`src/rtl/disp_scan_arbiter.sv`:
```
// disp_scan_arbiter: timing sequencer and fixed-priority display arbiter
// for a 4-digit multiplexed 7-segment scanner. It produces the scanner step
// pulse, tracks the 8-step scan frame, and at each frame end grants the
// display to one of three sources. It then latches a frame-coherent snapshot
// of that source's digits, with per-digit blinking while set-mode owns it.
`timescale 1ns/1ps
module disp_scan_arbiter #(
   parameter int unsigned SCAN_DIV     = 2500,
   parameter int unsigned BLINK_FRAMES = 64,
   parameter int unsigned MIN_HOLD     = 4,
   parameter logic [7:0]  BLANK_PAT    = 8'h00
) (
   input  logic        CLK,
   input  logic        RESET,
   input  logic [2:0]  REQ,
   input  logic [31:0] D0,
   input  logic [31:0] D1,
   input  logic [31:0] D2,
   input  logic [3:0]  BLINK_MASK,
   output logic        ENABLE,
   output logic [7:0]  L1,
   output logic [7:0]  L2,
   output logic [7:0]  L3,
   output logic [7:0]  L4,
   output logic [2:0]  GNT,
   output logic        FRAME
);

   localparam logic [15:0] PRE_LAST   = 16'(SCAN_DIV - 1);
   localparam logic [7:0]  BLINK_LAST = 8'(BLINK_FRAMES - 1);
   localparam logic [7:0]  HOLD_MIN   = 8'(MIN_HOLD);

   localparam logic [2:0]  G_IDLE  = 3'b000;
   localparam logic [2:0]  G_TIME  = 3'b001;
   localparam logic [2:0]  G_SET   = 3'b010;
   localparam logic [2:0]  G_ALARM = 3'b100;

   // Priority rank of a one-hot grant; idle ranks lowest.
   function automatic logic [1:0] f_level(input logic [2:0] onehot);
      logic [1:0] lvl;
      case (onehot)
         G_ALARM: lvl = 2'd3;
         G_SET:   lvl = 2'd2;
         G_TIME:  lvl = 2'd1;
         default: lvl = 2'd0;
      endcase
      return lvl;
   endfunction

   // Highest-priority requester as a one-hot code, or idle.
   function automatic logic [2:0] f_pick(input logic [2:0] req);
      logic [2:0] pick;
      if (req[2]) begin
         pick = G_ALARM;
      end else if (req[1]) begin
         pick = G_SET;
      end else if (req[0]) begin
         pick = G_TIME;
      end else begin
         pick = G_IDLE;
      end
      return pick;
   endfunction

   logic [15:0] r_pre_cnt;
   logic        r_enable;
   logic [2:0]  r_ph;
   logic        r_frame;
   logic [2:0]  r_gnt;
   logic [7:0]  r_hold_cnt;
   logic [7:0]  r_blink_cnt;
   logic        r_blink_ph;
   logic [31:0] r_l;

   logic        w_frame_end;
   logic [2:0]  w_cand;
   logic        w_switch;
   logic [2:0]  w_gnt_nxt;
   logic [7:0]  w_hold_nxt;
   logic [7:0]  w_blink_cnt_nxt;
   logic        w_blink_ph_nxt;
   logic [31:0] w_l_nxt;

   assign w_frame_end = r_enable && (r_ph == 3'd7);

   // Prescaler: one registered ENABLE pulse every SCAN_DIV cycles.
   always_ff @(posedge CLK or posedge RESET) begin
      if (RESET) begin
         r_pre_cnt <= 16'd0;
         r_enable  <= 1'b0;
      end else begin
         if (r_pre_cnt == PRE_LAST) begin
            r_pre_cnt <= 16'd0;
         end else begin
            r_pre_cnt <= r_pre_cnt + 16'd1;
         end
         r_enable <= (r_pre_cnt == PRE_LAST);
      end
   end

   // Scan phase tracker mirroring the scanner's 8-step cycle; FRAME trails frame end.
   always_ff @(posedge CLK or posedge RESET) begin
      if (RESET) begin
         r_ph    <= 3'd0;
         r_frame <= 1'b0;
      end else begin
         if (r_enable) begin
            r_ph <= r_ph + 3'd1;
         end else begin
            r_ph <= r_ph;
         end
         r_frame <= w_frame_end;
      end
   end

   // Ownership state register plus hold, blink and snapshot registers.
   always_ff @(posedge CLK or posedge RESET) begin
      if (RESET) begin
         r_gnt       <= G_IDLE;
         r_hold_cnt  <= 8'd0;
         r_blink_cnt <= 8'd0;
         r_blink_ph  <= 1'b0;
         r_l         <= {4{BLANK_PAT}};
      end else begin
         r_gnt       <= w_gnt_nxt;
         r_hold_cnt  <= w_hold_nxt;
         r_blink_cnt <= w_blink_cnt_nxt;
         r_blink_ph  <= w_blink_ph_nxt;
         r_l         <= w_l_nxt;
      end
   end

   // Next owner: pre-empt on higher priority, otherwise move only once hold is met.
   always_comb begin
      w_cand     = f_pick(REQ);
      w_switch   = 1'b0;
      w_gnt_nxt  = r_gnt;
      w_hold_nxt = r_hold_cnt;
      if (w_frame_end) begin
         if (f_level(w_cand) > f_level(r_gnt)) begin
            w_switch = 1'b1;
         end else if ((w_cand != r_gnt) && (r_hold_cnt >= HOLD_MIN)) begin
            w_switch = 1'b1;
         end else begin
            w_switch = 1'b0;
         end
         if (w_switch) begin
            w_gnt_nxt  = w_cand;
            w_hold_nxt = 8'd1;
         end else if (r_hold_cnt != 8'hFF) begin
            w_hold_nxt = r_hold_cnt + 8'd1;
         end else begin
            w_hold_nxt = r_hold_cnt;
         end
      end else begin
         w_gnt_nxt  = r_gnt;
         w_hold_nxt = r_hold_cnt;
      end
   end

   // Blink phase and digit snapshot for the owner chosen at this frame end.
   always_comb begin
      w_blink_cnt_nxt = r_blink_cnt;
      w_blink_ph_nxt  = r_blink_ph;
      w_l_nxt         = r_l;
      if (w_frame_end) begin
         case (w_gnt_nxt)
            G_SET: begin
               if (w_switch) begin
                  w_blink_cnt_nxt = 8'd0;
                  w_blink_ph_nxt  = 1'b0;
               end else if (r_blink_cnt == BLINK_LAST) begin
                  w_blink_cnt_nxt = 8'd0;
                  w_blink_ph_nxt  = ~r_blink_ph;
               end else begin
                  w_blink_cnt_nxt = r_blink_cnt + 8'd1;
                  w_blink_ph_nxt  = r_blink_ph;
               end
            end
            default: begin
               w_blink_cnt_nxt = 8'd0;
               w_blink_ph_nxt  = 1'b0;
            end
         endcase
         case (w_gnt_nxt)
            G_ALARM: w_l_nxt = D2;
            G_TIME:  w_l_nxt = D0;
            G_SET: begin
               for (int k = 0; k < 4; k++) begin
                  if (w_blink_ph_nxt && BLINK_MASK[k]) begin
                     w_l_nxt[8*k +: 8] = BLANK_PAT;
                  end else begin
                     w_l_nxt[8*k +: 8] = D1[8*k +: 8];
                  end
               end
            end
            default: w_l_nxt = {4{BLANK_PAT}};
         endcase
      end else begin
         w_blink_cnt_nxt = r_blink_cnt;
         w_blink_ph_nxt  = r_blink_ph;
         w_l_nxt         = r_l;
      end
   end

   assign ENABLE = r_enable;
   assign FRAME  = r_frame;
   assign GNT    = r_gnt;
   assign L1     = r_l[7:0];
   assign L2     = r_l[15:8];
   assign L3     = r_l[23:16];
   assign L4     = r_l[31:24];

endmodule

```
`config.mk`:
```
export PLATFORM = sky130hd
export DESIGN_NAME = disp_scan_arbiter
export DESIGN_NICKNAME = d
export VERILOG_FILES = /design/src/rtl/disp_scan_arbiter.sv
export SDC_FILE = /design/constraint.sdc
export NUM_CORES = 1
export LEC_CHECK = 0
export CORE_UTILIZATION = 40
export CTS_CLUSTER_DIAMETER = 30
export DETAILED_ROUTE_END_ITERATION = 12
export PLACE_DENSITY = 0.76
export SLEW_MARGIN = 10
export SYNTH_ARGS = -nofsm -noshare
export SYNTH_HDL_FRONTEND = slang
export SYNTH_SLANG_ARGS = --single-unit
```
`constraint.sdc`:
```
create_clock -name CLK -period 2.6 [get_ports CLK]
set_input_delay 0.52 -clock CLK [delete_from_list [all_inputs] [get_ports CLK]]
set_output_delay 0.52 -clock CLK [all_outputs]
set_load 0.01 [all_outputs]
```
==> results of run 1 <==
[cell type report]
class,count,area (sq um)
repair buffers,173,1750
inverters,8,30.0
fillers,741,3290
clock inverters,4,50.0
flip-flops and latches,73,1830
clock buffers,12,165
multi-input cells,269,1940
well taps,111,139
[state kept, by name, summed over array words and instances, names as in the netlist]
register and cells:
r_pre_cnt 16, GNT 3, FRAME 1, r_blink_ph 1
r_l 32, r_blink_cnt 8, ENABLE 1, r_ph 3
r_hold_cnt 8
[stage by stage]
step	std cells	total power (uW)	hold WS, ns
finish	650	2410	0.486
global route	650	2500	0.505
CTS	647	2440	0.492
detailed placement	624	1480	0.475
global placement	624	1480	0.458
floorplan	367	1270	0.445
[logic make-up (layout without fill, tap and decap cells)]
family                     after synthesis  after routing  share of synthesized area [%]
xor gates and xnor gates                23             23                           5.30
DFF                                     73             73                           48.1
AOI/OAI and AO/OA                      107            107                           21.5
adders and majority gates                8              8                           2.64
muxes                                    4              7                           1.28
buffers and inverters                   28            197                           4.05
and+or+nand+nor                        124            124                           17.1
[timing repair]
item | in CTS | in global routing
resized for setup | 14 | 4
pin swaps | 22 | 27
endpoints found under the setup margin | 33 | 33
cloned | 3 | 2
hold endpoints to repair | 0 | 0
buffers inserted | 4 | 1
[cell usage after synthesis, types with 2 or more instances]
master and instances:
dfrtp_1 73, nand2_1 52, o21ai_1 35, a222oi_1 32
nor2_1 17, nand3_1 14, xnor2_1 14, o21ai_0 11
xor2_1 9, ha_1 8, and3_1 7, inv_1 7
buf_2 6, clkbuf_1 6, o31ai_1 6, a21oi_1 5
buf_6 5, nor2b_1 5, nand4_1 4, a21boi_1 3
clkbuf_2 3, mux2_2 3, nand2b_1 3, o22ai_2 3
or3_1 3, and4_1 2, nand4_4 2, nor3_1 2
nor4b_1 2
[metal layers]
metal | track usage, % | up-vias | share of wire, %
li1 | - | 1721 | -
met1 | 28.7 | 1781 | 42
met2 | 39.0 | 140 | 48
met3 | 5.41 | 19 | 8.0
met4 | 10.4 | 0 | 2.1
met5 | 0 | - | 0
[worst paths after layout]
check / startpoint / to / slack, ns / cells past startpoint
worst min register to register: r_ph[0]$_DFFE_PP0P_ / r_ph[0]$_DFFE_PP0P_ / 0.49 / 1
worst max-delay path: GNT[2]$_DFF_PP0_ / r_l[14]$_DFFE_PP0P_ / -0.004 / 11
worst max register to register: GNT[2]$_DFF_PP0_ / r_l[14]$_DFFE_PP0P_ / -0.004 / 11
worst min-delay path: r_ph[0]$_DFFE_PP0P_ / r_ph[0]$_DFFE_PP0P_ / 0.49 / 1
max in group asynchronous: RESET / GNT[0]$_DFF_PP0_ / 1.70 / 3
min in group asynchronous: RESET / r_l[4]$_DFFE_PP0P_ / 0.56 / 3
[power groups by stage]
stage	clock network, uW	registers [uW]	logic [uW]
6_report	944	1160	310
3_5_place_dp	0	1180	297
2_1_floorplan	0	1180	87.2
4_1_cts	967	1160	310
5_1_grt	1000	1160	332
3_3_place_gp	0	1180	294
==> summary.md, run 1 <==
| Metric | Value |
|---|---|
| Worst hold path type | register to register |
| Post-synth top area share | 48.1% |
| Drt initial violations | 245 |
| Clock sink count | 73 |
| DP Worst Slack | -0.724 ns |
| Gate Count Post-Synth | 367 |
| Setup TNS | -0.00565 ns |
| Worst setup EP type | register |
| DR vias/cell | 5.63 |
| GRT Resource Usage Total | 23.3% |
| Max Slew Vio Count | 0 |
| Pwr Density | 409 nW/um^2 |
| Sw Ratio | 22.7% |
| Worst path slowest cell | dfrtp_1 |
| Number of hold buffers added after cts | 0 |
| Worst path max stage delay | 0.42 ns |
| Leakage dissipation | 0.00248 uW |
| Die area | 9890 sq um |
| GR Overflow Total | 0 |
| CP Max Fanout | 8 |
| Area Growth Syn to Fin | 55.5% |
| Worst Path Required | 2.84 ns |
| Yosys warns | 0 |
| Least-Margin Pin Slew | 0.498 ns |
| Worst IR Drop VDD | 0.000193 V |
| Die width | 99.4 um |
| Clock skew | 0.0100 ns |
| Number of synthesized flops with an enable pin | 0 |
| Switching power | 549 uW |
| Row Count | 35 |
| Synth cell types | 54 |
| Nets | 647 |
| Final period util | 100% |
| Commonest cells after routing, fill and taps aside | clkdlybuf4s50_1 (139), dfrtp_1 (72), nand2_1 (52), o21ai_1 (35), a222oi_1 (32) |
| Outcome | complete, but fails checks |
| CTS tree | yes |
| Starting Density | 41.3% |
| Clock Latency Late Sink | 0.36 ns |
| Placer Congestion | 0.859 |
| Mapped Nets | 480 |
| Largest net degree at the start of global routing | 74 |
| Core area | 9200 sq um |
| Clock Power Share | 39.1% |
| Critical path class | register to register |
| Cell area after layout | 5900 sq um |
| Max_cap viols | 0 |
| Io pins | 142 |
| CTS Buf Count | 9 |
| Vias in the first global route | 3542 |
| N_diodes | 0 |
| Bufs and invs on worst path | 1 |
| Minimum clock period | 2.60 ns |
| First-pass GRT wire length | 17800 um |
| Most common cell after layout, fill and taps aside | clkdlybuf4s50_1 |
| Yosys reg bits | 73 |
| Final worst slack | -0.00390 ns |
| CP Data Arrival Time | 2.84 ns |
| RSZ-0062 raised after global routing | yes |
| Clock Path Buffers | 2 |
| Finished Core Util | 64.2% |
| Worst slew margin | 66.7% |
| Final Hold Vio Count | 0 |
| Initial antenna violation count | 0 |
| Predominant post-synthesis flop cell | dfrtp_1 |
| Layout cell share with drive strength beyond 1 | 15.6% |
| Synth area leader | dfrtp_1 |
| CP startpoint kind | register |
| Antenna Violating Nets Remaining | 0 |
| Internal power | 1870 uW |
| Gate power share | 12.8% |
| Dominant cells by area after synthesis | dfrtp_1 (48%), a222oi_1 (8.4%), nand2_1 (5.1%), o21ai_1 (4.6%), xnor2_1 (3.2%) |
| # setup viols final | 2 |
| Sequential share of the synthesized area | 48.1% |
| Crit-path cells | xor2_1, nand2b_1, ha_4, nor2b_4, a2bb2oi_2, a31oi_1, nor2_2, buf_6, mux2_4, a222oi_1, o21ai_1 |
| Clk slew on worst S/H paths | 0.08 ns |
| Die span in y | 99.4 um |
| Clk root buf | clkbuf_8 |
| Sequential power share | 48.1% |
| Fmax | 384 MHz |
| Remaining DRCs | 0 |
| CTS H-tree lvls | 3 |
| Placed cell areas | 5520 sq um |
| FFs w/ async S/R, synth | 100% |
| Final HPWL DP | 7740 um |
| Post-Syn Area | 3800 sq um |
| Routed wire per std cell | 17.8 um |
| WL final | 11600 um |
| Delay-heaviest family, CP | compound AO/OA/AOI/OAI gates |
| First-pass DRT Iterations | 7 |
| Synthesized area per cell | 10.3 sq um |
| Via count | 3661 |
| Failing checks | setup timing |
| Port bufs | 141 |
Power figures use the tool's default switching activity.
==> run 2, diff against run 1 <==
--- a/config.mk
+++ b/config.mk
@@ -5,6 +5,7 @@
 export SDC_FILE = /design/constraint.sdc
 export NUM_CORES = 1
 export LEC_CHECK = 0
+export CORE_MARGIN = 5
 export CORE_UTILIZATION = 40
 export CTS_CLUSTER_DIAMETER = 30
 export DETAILED_ROUTE_END_ITERATION = 12
==> summary.md, run 2 (same netlist as run 1, synthesis figures left out) <==
| Metric | Value |
|---|---|
| # setup viols final | 11 (was 2) |
| Antenna Violating Nets Remaining | 0 (unchanged) |
| R2r worst-path depth | 11 (unchanged) |
| CTS Buf Count | 9 (unchanged) |
| CP Max Fanout | 8 (unchanged) |
| Core area | 9240 sq um (was 9200 sq um) |
| Min-Delay Endpoint | r_ph[0]$_DFFE_PP0P_ (unchanged) |
| Worst setup EP type | register (unchanged) |
| Finished Core Util | 64.5% (was 64.2%) |
| Worst Hold Launch | r_ph[0]$_DFFE_PP0P_ (unchanged) |
| Nets | 652 (was 647) |
| Worst IR Drop VDD | 0.000319 V (was 0.000193 V) |
| Die area | 11500 sq um (was 9890 sq um) |
| Final Hold Vio Count | 0 (unchanged) |
| Worst path max stage delay | 0.41 ns (was 0.42 ns) |
| Starting Density | 41.1% (was 41.3%) |
| Row Count | 35 (unchanged) |
| Placed cell areas | 5550 sq um (was 5520 sq um) |
| GRT Resource Usage Total | 21.1% (was 23.3%) |
| Clk slew on worst S/H paths | 0.07 ns (was 0.08 ns) |
| DR vias/cell | 5.52 (was 5.63) |
| Die span in y | 107 um (was 99.4 um) |
| Cell area after layout | 5960 sq um (was 5900 sq um) |
| First-pass DRT Iterations | 7 (unchanged) |
| Leakage dissipation | 0.00249 uW (was 0.00248 uW) |
| WL final | 12600 um (was 11600 um) |
| Die width | 107 um (was 99.4 um) |
| Hold Slack | 0.487 ns (was 0.486 ns) |
| Placer Congestion | 0.835 (was 0.859) |
| Area Growth Syn to Fin | 57.1% (was 55.5%) |
| Fmax | 376 MHz (was 384 MHz) |
| WHS Path Cells | 1 (unchanged) |
| Final worst slack | -0.0574 ns (was -0.00390 ns) |
| Drt initial violations | 295 (was 245) |
| GR Overflow Total | 0 (unchanged) |
| Commonest cells after routing, fill and taps aside | clkdlybuf4s50_1 (139), dfrtp_1 (73), nand2_1 (52), o21ai_1 (35), a222oi_1 (32) (was clkdlybuf4s50_1 (139), dfrtp_1 (72), nand2_1 (52), o21ai_1 (35), a222oi_1 (32)) |
| Worst hold path type | register to register (unchanged) |
| Crit-path cells | xor2_1, nand2b_1, ha_4, nor2b_4, a2bb2oi_4, a31oi_4, nor2_4, buf_4, mux2_4, a222oi_1, o21ai_1 (was xor2_1, nand2b_1, ha_4, nor2b_4, a2bb2oi_2, a31oi_1, nor2_2, buf_6, mux2_4, a222oi_1, o21ai_1) |
| Regs by FF count | r_l x32, r_pre_cnt x16 (unchanged) |
| Worst slew margin | 69.0% (was 66.7%) |
| Clock Path Buffers | 2 (unchanged) |
| Via count | 3716 (was 3661) |
| Most common cell after layout, fill and taps aside | clkdlybuf4s50_1 (unchanged) |
| Max_cap viols | 0 (unchanged) |
| Pwr Density | 396 nW/um^2 (was 409 nW/um^2) |
| Largest net degree at the start of global routing | 74 (unchanged) |
| First-pass GRT wire length | 19300 um (was 17800 um) |
| Io pins | 142 (unchanged) |
| RR Startpoint | GNT[2]$_DFF_PP0_ (unchanged) |
| Routed wire per std cell | 18.7 um (was 17.8 um) |
| Largest reg by FF count | r_l (unchanged) |
| Reg2Reg Setup Slack | -0.06 ns (was -0.004 ns) |
| Outcome | complete, but fails checks (unchanged) |
| Clock Latency Late Sink | 0.34 ns (was 0.36 ns) |
| Clock skew | 0.0115 ns (was 0.0100 ns) |
| Max reg flops | 32 (unchanged) |
| Final period util | 102% (was 100%) |
| Failing checks | setup timing (unchanged) |
| Layout cell share with drive strength beyond 1 | 16.2% (was 15.6%) |
| Worst path slowest cell | dfrtp_1 (unchanged) |
| CP Data Arrival Time | 2.87 ns (was 2.84 ns) |
| Least-Margin Pin Slew | 0.463 ns (was 0.498 ns) |
| Critical path class | register to register (unchanged) |
| Crit Reg-Reg Endpoint | r_l[3]$_DFFE_PP0P_ (was r_l[14]$_DFFE_PP0P_) |
| CP startpoint kind | register (unchanged) |
| Remaining DRCs | 0 (unchanged) |
| CTS H-tree lvls | 3 (unchanged) |
| N_diodes | 0 (unchanged) |
| Minimum clock period | 2.66 ns (was 2.60 ns) |
| Final HPWL DP | 8590 um (was 7740 um) |
| Max Slew Vio Count | 0 (unchanged) |
| Clk root buf | clkbuf_8 (unchanged) |
| Vias in the first global route | 3688 (was 3542) |
| RSZ-0062 raised after global routing | yes (unchanged) |
| DP Worst Slack | -0.695 ns (was -0.724 ns) |
| Initial antenna violation count | 0 (unchanged) |
| Clock sink count | 73 (unchanged) |
| CTS tree | yes (unchanged) |
| Port bufs | 141 (unchanged) |
| Worst Path Required | 2.82 ns (was 2.84 ns) |
[run 2: cell types whose count changed in the layout (fill, tap and decap cells not counted), sizes merged]
cell,before,now
buf,31,36
clkbuf,13,11
clkinv,2,3
nand4,6,7
[run 2: report_power, final]
group          internal, uW  total [uW]  switching (uW)
Clock                   467         884             417
Combinational           202         319             117
Sequential             1150        1160            13.6
Total                  1810        2360             548
[run 2: worst max-delay path by stage]
| stage | endpoint | from |
|---|---|---|
| finish | r_l[3]$_DFFE_PP0P_ | GNT[2]$_DFF_PP0_ |
| global route | r_l[3]$_DFFE_PP0P_ | GNT[2]$_DFF_PP0_ |
| CTS | r_l[3]$_DFFE_PP0P_ | GNT[2]$_DFF_PP0_ |
| detailed placement | r_l[17]$_DFFE_PP0P_ | REQ[2] |
| global placement | r_l[11]$_DFFE_PP0P_ | REQ[2] |
| floorplan | r_l[10]$_DFFE_PP0P_ | GNT[2]$_DFF_PP0_ |
[run 2: stage by stage]
stage	cells	TNS [ns]	power (uW)
5_1_grt	673	-2.75	2460
3_5_place_dp	646	-26.34	1480
4_1_cts	669	-0.0911	2370
3_3_place_gp	646	-22.02	1470
2_1_floorplan	367	0	1270
6_report	673	-0.272	2360
[run 2: what timing repair did]
item | in CTS | in global routing
endpoints found under the setup margin | 33 | 37
pin swaps | 25 | 24
gates cloned | 3 | 1
gates resized for setup | 19 | 6
setup buffers | 4 | 3
endpoints found under the hold margin | 0 | 0
hold buffers | 0 | 0
[run 2: final cells by class]
class	count	area, sq um
timing repair buffer	177	1760
sequential	73	1830
fill	714	3280
clock buffer	11	141
multi-input combinational	270	1990
clock inverter	5	55.1
tap	129	161
inverter	8	30.0
[run 2: worst max-delay path, delay by kind of cell (launching register included)]
family	cells	cell delay (ns)
compound gates	4	0.77
xor+xnor	1	0.17
fa+ha+maj	1	0.29
buf+inv	1	0.13
flops	1	0.41
mux	1	0.36
simple gates	3	0.41
[run 2: routing by layer]
| metal | up-vias | global-route usage, % | routed length, um |
|---|---|---|---|
| met4 | 0 | 6.49 | 224 |
| li1 | 1732 | - | - |
| met1 | 1800 | 27.0 | 5020 |
| met3 | 18 | 5.34 | 1220 |
| met2 | 166 | 35.2 | 6100 |
| met5 | - | 0 | 0 |
